[config.mk]
export PLATFORM = sky130hd
export DESIGN_NAME = fft_band_meter
export DESIGN_NICKNAME = d
export VERILOG_FILES = /design/src/rtl/fft_band_meter.sv
export SDC_FILE = /design/constraint.sdc
export NUM_CORES = 1
export LEC_CHECK = 0
export CAP_MARGIN = 30
export CORE_MARGIN = 2
export CORE_UTILIZATION = 50
export DETAILED_ROUTE_END_ITERATION = 6
export DONT_BUFFER_PORTS = 1
export PLACE_DENSITY = 0.63
export RECOVER_POWER = 25
export SYNTH_ARGS = -nofsm -noshare
export SYNTH_HDL_FRONTEND = slang
export SYNTH_SLANG_ARGS = --single-unit
[constraint.sdc]
create_clock -name i_clk -period 6.1 [get_ports i_clk]
set_input_delay 1.22 -clock i_clk [delete_from_list [all_inputs] [get_ports i_clk]]
set_output_delay 1.22 -clock i_clk [all_outputs]
set_load 0.05 [all_outputs]
[src/rtl/fft_band_meter.sv]
// fft_band_meter: drains one FFT frame, sums |re|+|im| per band over the lower half,
// and publishes peak-hold band levels that decay by DECAY per frame.
module fft_band_meter #(
  parameter int WIDTH   = 8,
  parameter int SAMPLES = 512,
  parameter int BANDS   = 8,
  parameter int DECAY   = 1
) (
  input  logic                         i_clk,
  input  logic                         i_rst,
  input  logic [WIDTH-1:0]             i_source_real,
  input  logic [WIDTH-1:0]             i_source_cplx,
  input  logic                         i_source_empty,
  input  logic                         i_source_full,
  output logic                         o_source_strobe,
  output logic [BANDS*(WIDTH+1)-1:0]   o_levels,
  output logic                         o_frame_done,
  output logic                         o_busy
);
  localparam int PER = SAMPLES / 2 / BANDS;
  localparam int SH  = $clog2(PER);
  localparam int CW  = $clog2(SAMPLES);
  localparam int BW  = BANDS > 1 ? $clog2(BANDS) : 1;
  localparam int AW  = WIDTH + 1 + SH;
  localparam logic [WIDTH:0] DEC = (WIDTH+1)'(DECAY);
  typedef enum logic [1:0] {IDLE, DRAIN, PUBLISH} state_t;
  state_t state, state_n;
  logic [CW-1:0] bin;
  logic [WIDTH:0] abs_r, abs_c, mag, mag_q;
  logic mag_en, done, strobe;
  logic [BW-1:0] mag_band;
  logic [AW-1:0] acc [BANDS];
  logic [WIDTH:0] lvl [BANDS], avg [BANDS], dec [BANDS];
  // Sign-extend before negating so the most negative input maps to 2^(WIDTH-1) exactly.
  assign abs_r = i_source_real[WIDTH-1] ? -{i_source_real[WIDTH-1], i_source_real} : {1'b0, i_source_real};
  assign abs_c = i_source_cplx[WIDTH-1] ? -{i_source_cplx[WIDTH-1], i_source_cplx} : {1'b0, i_source_cplx};
  assign mag = abs_r + abs_c;
  always_comb begin
    state_n = state;
    strobe = 1'b0;
    if (state == IDLE) state_n = i_source_full ? DRAIN : IDLE;
    else if (state == DRAIN) begin
      strobe = !i_source_empty && !i_rst;
      state_n = (strobe && &bin) ? PUBLISH : DRAIN;
    end
    else state_n = IDLE;
  end
  always_comb begin
    for (int b = 0; b < BANDS; b++) begin
      avg[b] = (WIDTH+1)'(acc[b] >> SH);
      dec[b] = lvl[b] > DEC ? lvl[b] - DEC : '0;
    end
  end
  always_ff @(posedge i_clk) begin
    if (i_rst) begin
      state <= IDLE;
      bin <= '0;
      mag_q <= '0;
      mag_en <= 1'b0;
      mag_band <= '0;
      done <= 1'b0;
      for (int b = 0; b < BANDS; b++) begin
        acc[b] <= '0;
        lvl[b] <= '0;
      end
    end else begin
      state <= state_n;
      done <= state == PUBLISH;
      mag_q <= mag;
      // DC and upper-half bins are popped but never reach an accumulator.
      mag_en <= strobe && bin != '0 && !bin[CW-1];
      mag_band <= BW'(bin >> SH);
      if (strobe) bin <= bin + 1'b1;
      if (state == IDLE && i_source_full) begin
        bin <= '0;
        for (int b = 0; b < BANDS; b++) acc[b] <= '0;
      end else if (mag_en) acc[mag_band] <= acc[mag_band] + AW'(mag_q);
      if (state == PUBLISH)
        for (int b = 0; b < BANDS; b++) lvl[b] <= avg[b] > dec[b] ? avg[b] : dec[b];
    end
  end
  for (genvar b = 0; b < BANDS; b++) begin : g_lv
    assign o_levels[b*(WIDTH+1) +: WIDTH+1] = lvl[b];
  end
  assign o_source_strobe = strobe;
  assign o_frame_done = done && !i_rst;
  assign o_busy = state != IDLE && !i_rst;
endmodule

* After elaboration in Yosys (flattened, before gate mapping)
Memories as Yosys holds them, arrays and structs flattened. A register that Yosys moved wholly into a read port is not among the register bits. Index checks and enable logic that the tools add are counted.
Storage, ports and cells: register bits 25, memory bits (writable) 184, output and inout port bits 75, memories 2, input port bits 20, logic and storage cells 127
Operators by class: reductions and logical operators 16, order comparisons 16, eq/ne operators 2, bitwise gates (word level) 16, muxes and demuxes 56, add/subtract/negate cells 13
Memories:
- acc | words 8, bits a word 14, read ports 9, clocked after Yosys merged registers in 1, wr ports 8, line 32 | logic [AW-1:0] acc [BANDS];
- lvl | words 8, bits a word 9, read ports 8, clocked after Yosys merged registers in 0, wr ports 8, line 33 | logic [WIDTH:0] lvl [BANDS], avg [BANDS], dec [BANDS];
Operators by type and width (count):
- $mux W9 | 26
- $mux W14 | 9
- $gt A9 B1 Y1 const B | 8
- $gt A9 B9 Y1 | 8
- $sub A9 B1 Y9 const B | 8
- $neg A9 Y9 | 2
- $mux W1 | 16
- $or A1 B1 Y1 | 16
- $add A14 B9 Y14 | 1
- $reduce_or A14 Y1 | 1
- $add A9 B1 Y9 const B | 1
- $add A9 B9 Y9 | 1
- $reduce_and A9 Y1 | 1
- $reduce_bool A9 Y1 | 1
- $logic_and A1 B1 Y1 | 7
- $mux W2 | 3
- $mux W3 | 2
- $logic_not A1 Y1 | 3
- $eq A2 B1 Y1 const B | 1
- $eq A2 B2 Y1 const B | 1
- $logic_not A2 Y1 | 1
- $reduce_bool A2 Y1 | 1
- $reduce_or A2 Y1 | 1

* Longest topological paths before layout
depth after elaboration 7, mapped depth 18, gate-level depth less buffers 15

* Worst setup path before layout
Ideal clock, no wire load.
path type register to register, start point memory lvl[1][32] (netlist name), end point memory lvl[1][30] (netlist name) (data pin), arrival time 3496 ps, data required time 5834 ps, cell stages (with the launch flop) 14, buffers on the path 1, clock period less this slack 3762 ps, path slack 2338 ps, library setup time 266 ps, path through edfxtp_1 -> or4_1 -> or3_4 -> nor3_4 -> nor2_1 -> inv_1 -> ha_1 -> and4_1 -> a21oi_1 -> o22ai_1 -> o41ai_1 -> buf_2 -> mux2i_1 -> nor2_1
RTL lines (line):
- from (decl) | 33

==> results.yml <==
worst_hold_path:
  hold_depth: 1
  hold_path_class: "flop to flop"
pwr:
  finalPower_uw: 3790
  p_int_uw: 2670
  ir_drop_uv: 191
  p_switching_uw: 1120
  power_density_nw_per_um2: 261
  leakagePower_uw: 0.00574
  seq_power_share_pct: 47.7
  combPwrFrac_pct: 16.6
  switching_share_pct: 29.5
  pwr-share-clk_pct: 35.6
global_route:
  overflow: 0
  grt_pass1_vias: 9835
  grt_pass1_wl_um: 52800
  grtUsageTotal_pct: 23.5
  grt_max_degree: 49
  antenna_found_initial: 0
cts:
  cts_root_buf: "clkbuf_16"
  post-cts-setup-buffers: 0
  numCtsBuffers: 24
  cts_max_level: 1
  cts_resized: 0
  insertion_delay_ns: 0.52
  holdBufCountCts: 0
  cts.sinks: 209
  clk_pin_slew_ns: 0.06
  clk_path_buf_depth: 3
  cts_tree: "done"
place:
  io_buffers: 0
  dpl_cell_area_um2: 13800
  place_congestion: 0.903
  place_hpwl_um: 24600
  dp_cells: 1650
cells_and_area:
  final_cells: 1692
  nNetsFinal: 1467
  stdcell_area_um2: 14500
  drive_above_1_share_pct: 7.33
  area_growth_pct: 7.63
  fillers: 2385
  antenna_cells: 0
detailed_routing:
  drtIter0Drc: 670
  wl_per_cell_um: 19.6
  drc: 0
  first_pass_iters: 5
  antenna_left: 0
  routed_via_density: 5.93
  num_vias: 10026
  wl_um: 33100
timing:
  skew_ns: 0.0169
  slew_headroom_pct: -46.4
  hold_violations: 0
  finalCriticalPeriod_ns: 4.28
  rsz0062_at_grt: "no"
  setup_viol: 0
  maxSlewViolCount: 75
  post-route-period-util_pct: 70.2
  max_freq_mhz: 233
  setup_tns_ns: 0
  worst_pin_slew_ns: 2.20
status:
  failed_checks: "max-capacitance violations, max-slew violations"
  outcome: "complete, but fails checks"
synth:
  synthFlopType: "edfxtp_1"
  yosys_register_bits: 209
  synth.distinct_cells: 79
  yosysMostFrequentCell: "nor2_1"
  synth_edf_count: 184
  netlist.top_cell.by_area: "edfxtp_1"
  ys_seq_area_share_pct: 44.7
  async_flop_share_pct: 0
  yosysWarnings: 0
  synth.area.top_cells: "edfxtp_1 (41%), ha_1 (10%), nor2_1 (6.5%), mux2i_1 (3.9%), dfxtp_1 (3.7%)"
  synth_top_area_share_pct: 41.0
  netlist_instances: 1348
  synth_nets: 1480
  syn_area_um2: 13500
  synth_commonest_cells: "nor2_1 (235), edfxtp_1 (184), ha_1 (110)"
  avgSynthCellArea_um2: 10.0
floorplan:
  rows: 60
  die_h_um: 168
  start_util_pct: 50.4
  die_w_um: 168
  coreArea_um2: 26700
  die-area_um2: 28300
  io_pins: 95
critical_path:
  critical-path-top-delay-family: "simple AND/OR/NAND/NOR gates"
  crit_path_end_kind: "flop"
  critPathMaxFanout: 7
  path_cells: "or4_1 > or3_4 > nor3_4 > or2b_1 > ha_1 > and4_1 > a21oi_1 > o22ai_1 > o41ai_2 > buf_4 > mux2i_1 > nor2_1"
  worst_ep_required_time_ns: 6.37
  start_kind: "flop"
  reg2reg_depth: 12
  arrival_ns: 4.55
  worst-path-stages: 12
  r2r_setup_slack_ns: 1.82
  critPathMaxStageDelay_ns: 0.65
  slowest_stage: "edfxtp_1"
  criticalPathCategory: "flop to flop"
  critical_path_buf_inv_count: 1
run:
  cap_violations: 2
## power by group through the flow
| stage | registers [uW] | logic (uW) | clock network [uW] |
|---|---|---|---|
| 2_1_floorplan | 1800 | 475 | 0 |
| 3_3_place_gp | 1840 | 609 | 0 |
| 3_5_place_dp | 1840 | 628 | 0 |
| 4_1_cts | 1810 | 632 | 1370 |
| 5_1_grt | 1820 | 710 | 1430 |
| 6_report | 1810 | 630 | 1350 |
## registers in the layout, indices dropped and copies added (netlist names)
signal and cells:
acc 112, mag_band 3, mag_q 9, mag_en 1, state 2, bin 9
lvl 72, done 1
## area by class of cell
cell class | count | area (um^2) | area share (%)
clock buffers | 30 | 644 | 4.44
well taps | 341 | 427 | 2.94
clock inverters | 12 | 85.1 | 0.586
repair buffers | 15 | 109 | 0.750
flip-flops and latches | 209 | 6030 | 41.5
inverters | 73 | 274 | 1.89
multi-input cells | 1012 | 6950 | 47.9
## final timing paths
check | start | to
max | lvl[1][30] | lvl[1][30]
max reg2reg | lvl[1][30] | lvl[1][30]
min reg2reg | bin[8] | mag_en
min | bin[8] | mag_en
## cells in the final DEF, fill, tap and decap left out, types with 7 or more instances in the layout
master     instances
and3_1             9
nand2_1           77
xnor2_1           27
a211oi_1          17
a21o_1            16
nand2b_1          22
or2_2             12
nor2_1           236
edfxtp_1         184
dfxtp_1           25
and2_1            11
nor2_2             8
nor3_1            25
nand3b_1           7
o21a_1            12
mux2i_1           52
buf_4             14
a21oi_1           67
or3_1             22
ha_1             110
inv_1             72
clkbuf_16         25
o31ai_1           25
nand4_1           13
nor2b_1           18
xor2_1            30
mux4_2            12
mux2_2             8
o21ai_0           47
nand3_1           39
## stage by stage
| stage | setup slack, ns | hold slack [ns] | util [%] |
|---|---|---|---|
| floorplan | 2.34 | 0.433 | - |
| global placement | 1.91 | 0.458 | 51.5 |
| detailed placement | 1.79 | 0.471 | 51.7 |
| CTS | 1.77 | 0.478 | 54.4 |
| global route | 1.58 | 0.497 | 54.3 |
| finish | 1.82 | 0.475 | 54.3 |
## logic make-up after synthesis
| family | share of synthesized area, % |
|---|---|
| and+or+nand+nor | 18.6 |
| AOI/OAI and AO/OA | 11.8 |
| DFF | 44.7 |
| buffers and inverters | 3.84 |
| adders and majority gates | 10.5 |
| muxes | 6.73 |
| xor gates and xnor gates | 3.82 |
## routing by layer
layer / track usage (%) / wire length [um] / vias to the layer above
met5: 0 / 0 / -
met4: 6.45 / 833 / 0
met3: 3.78 / 2030 / 60
met2: 39.3 / 15700 / 326
met1: 32.0 / 14600 / 4787
li1: - / - / 4853
No activity file was read; power rests on OpenSTA's default activity.
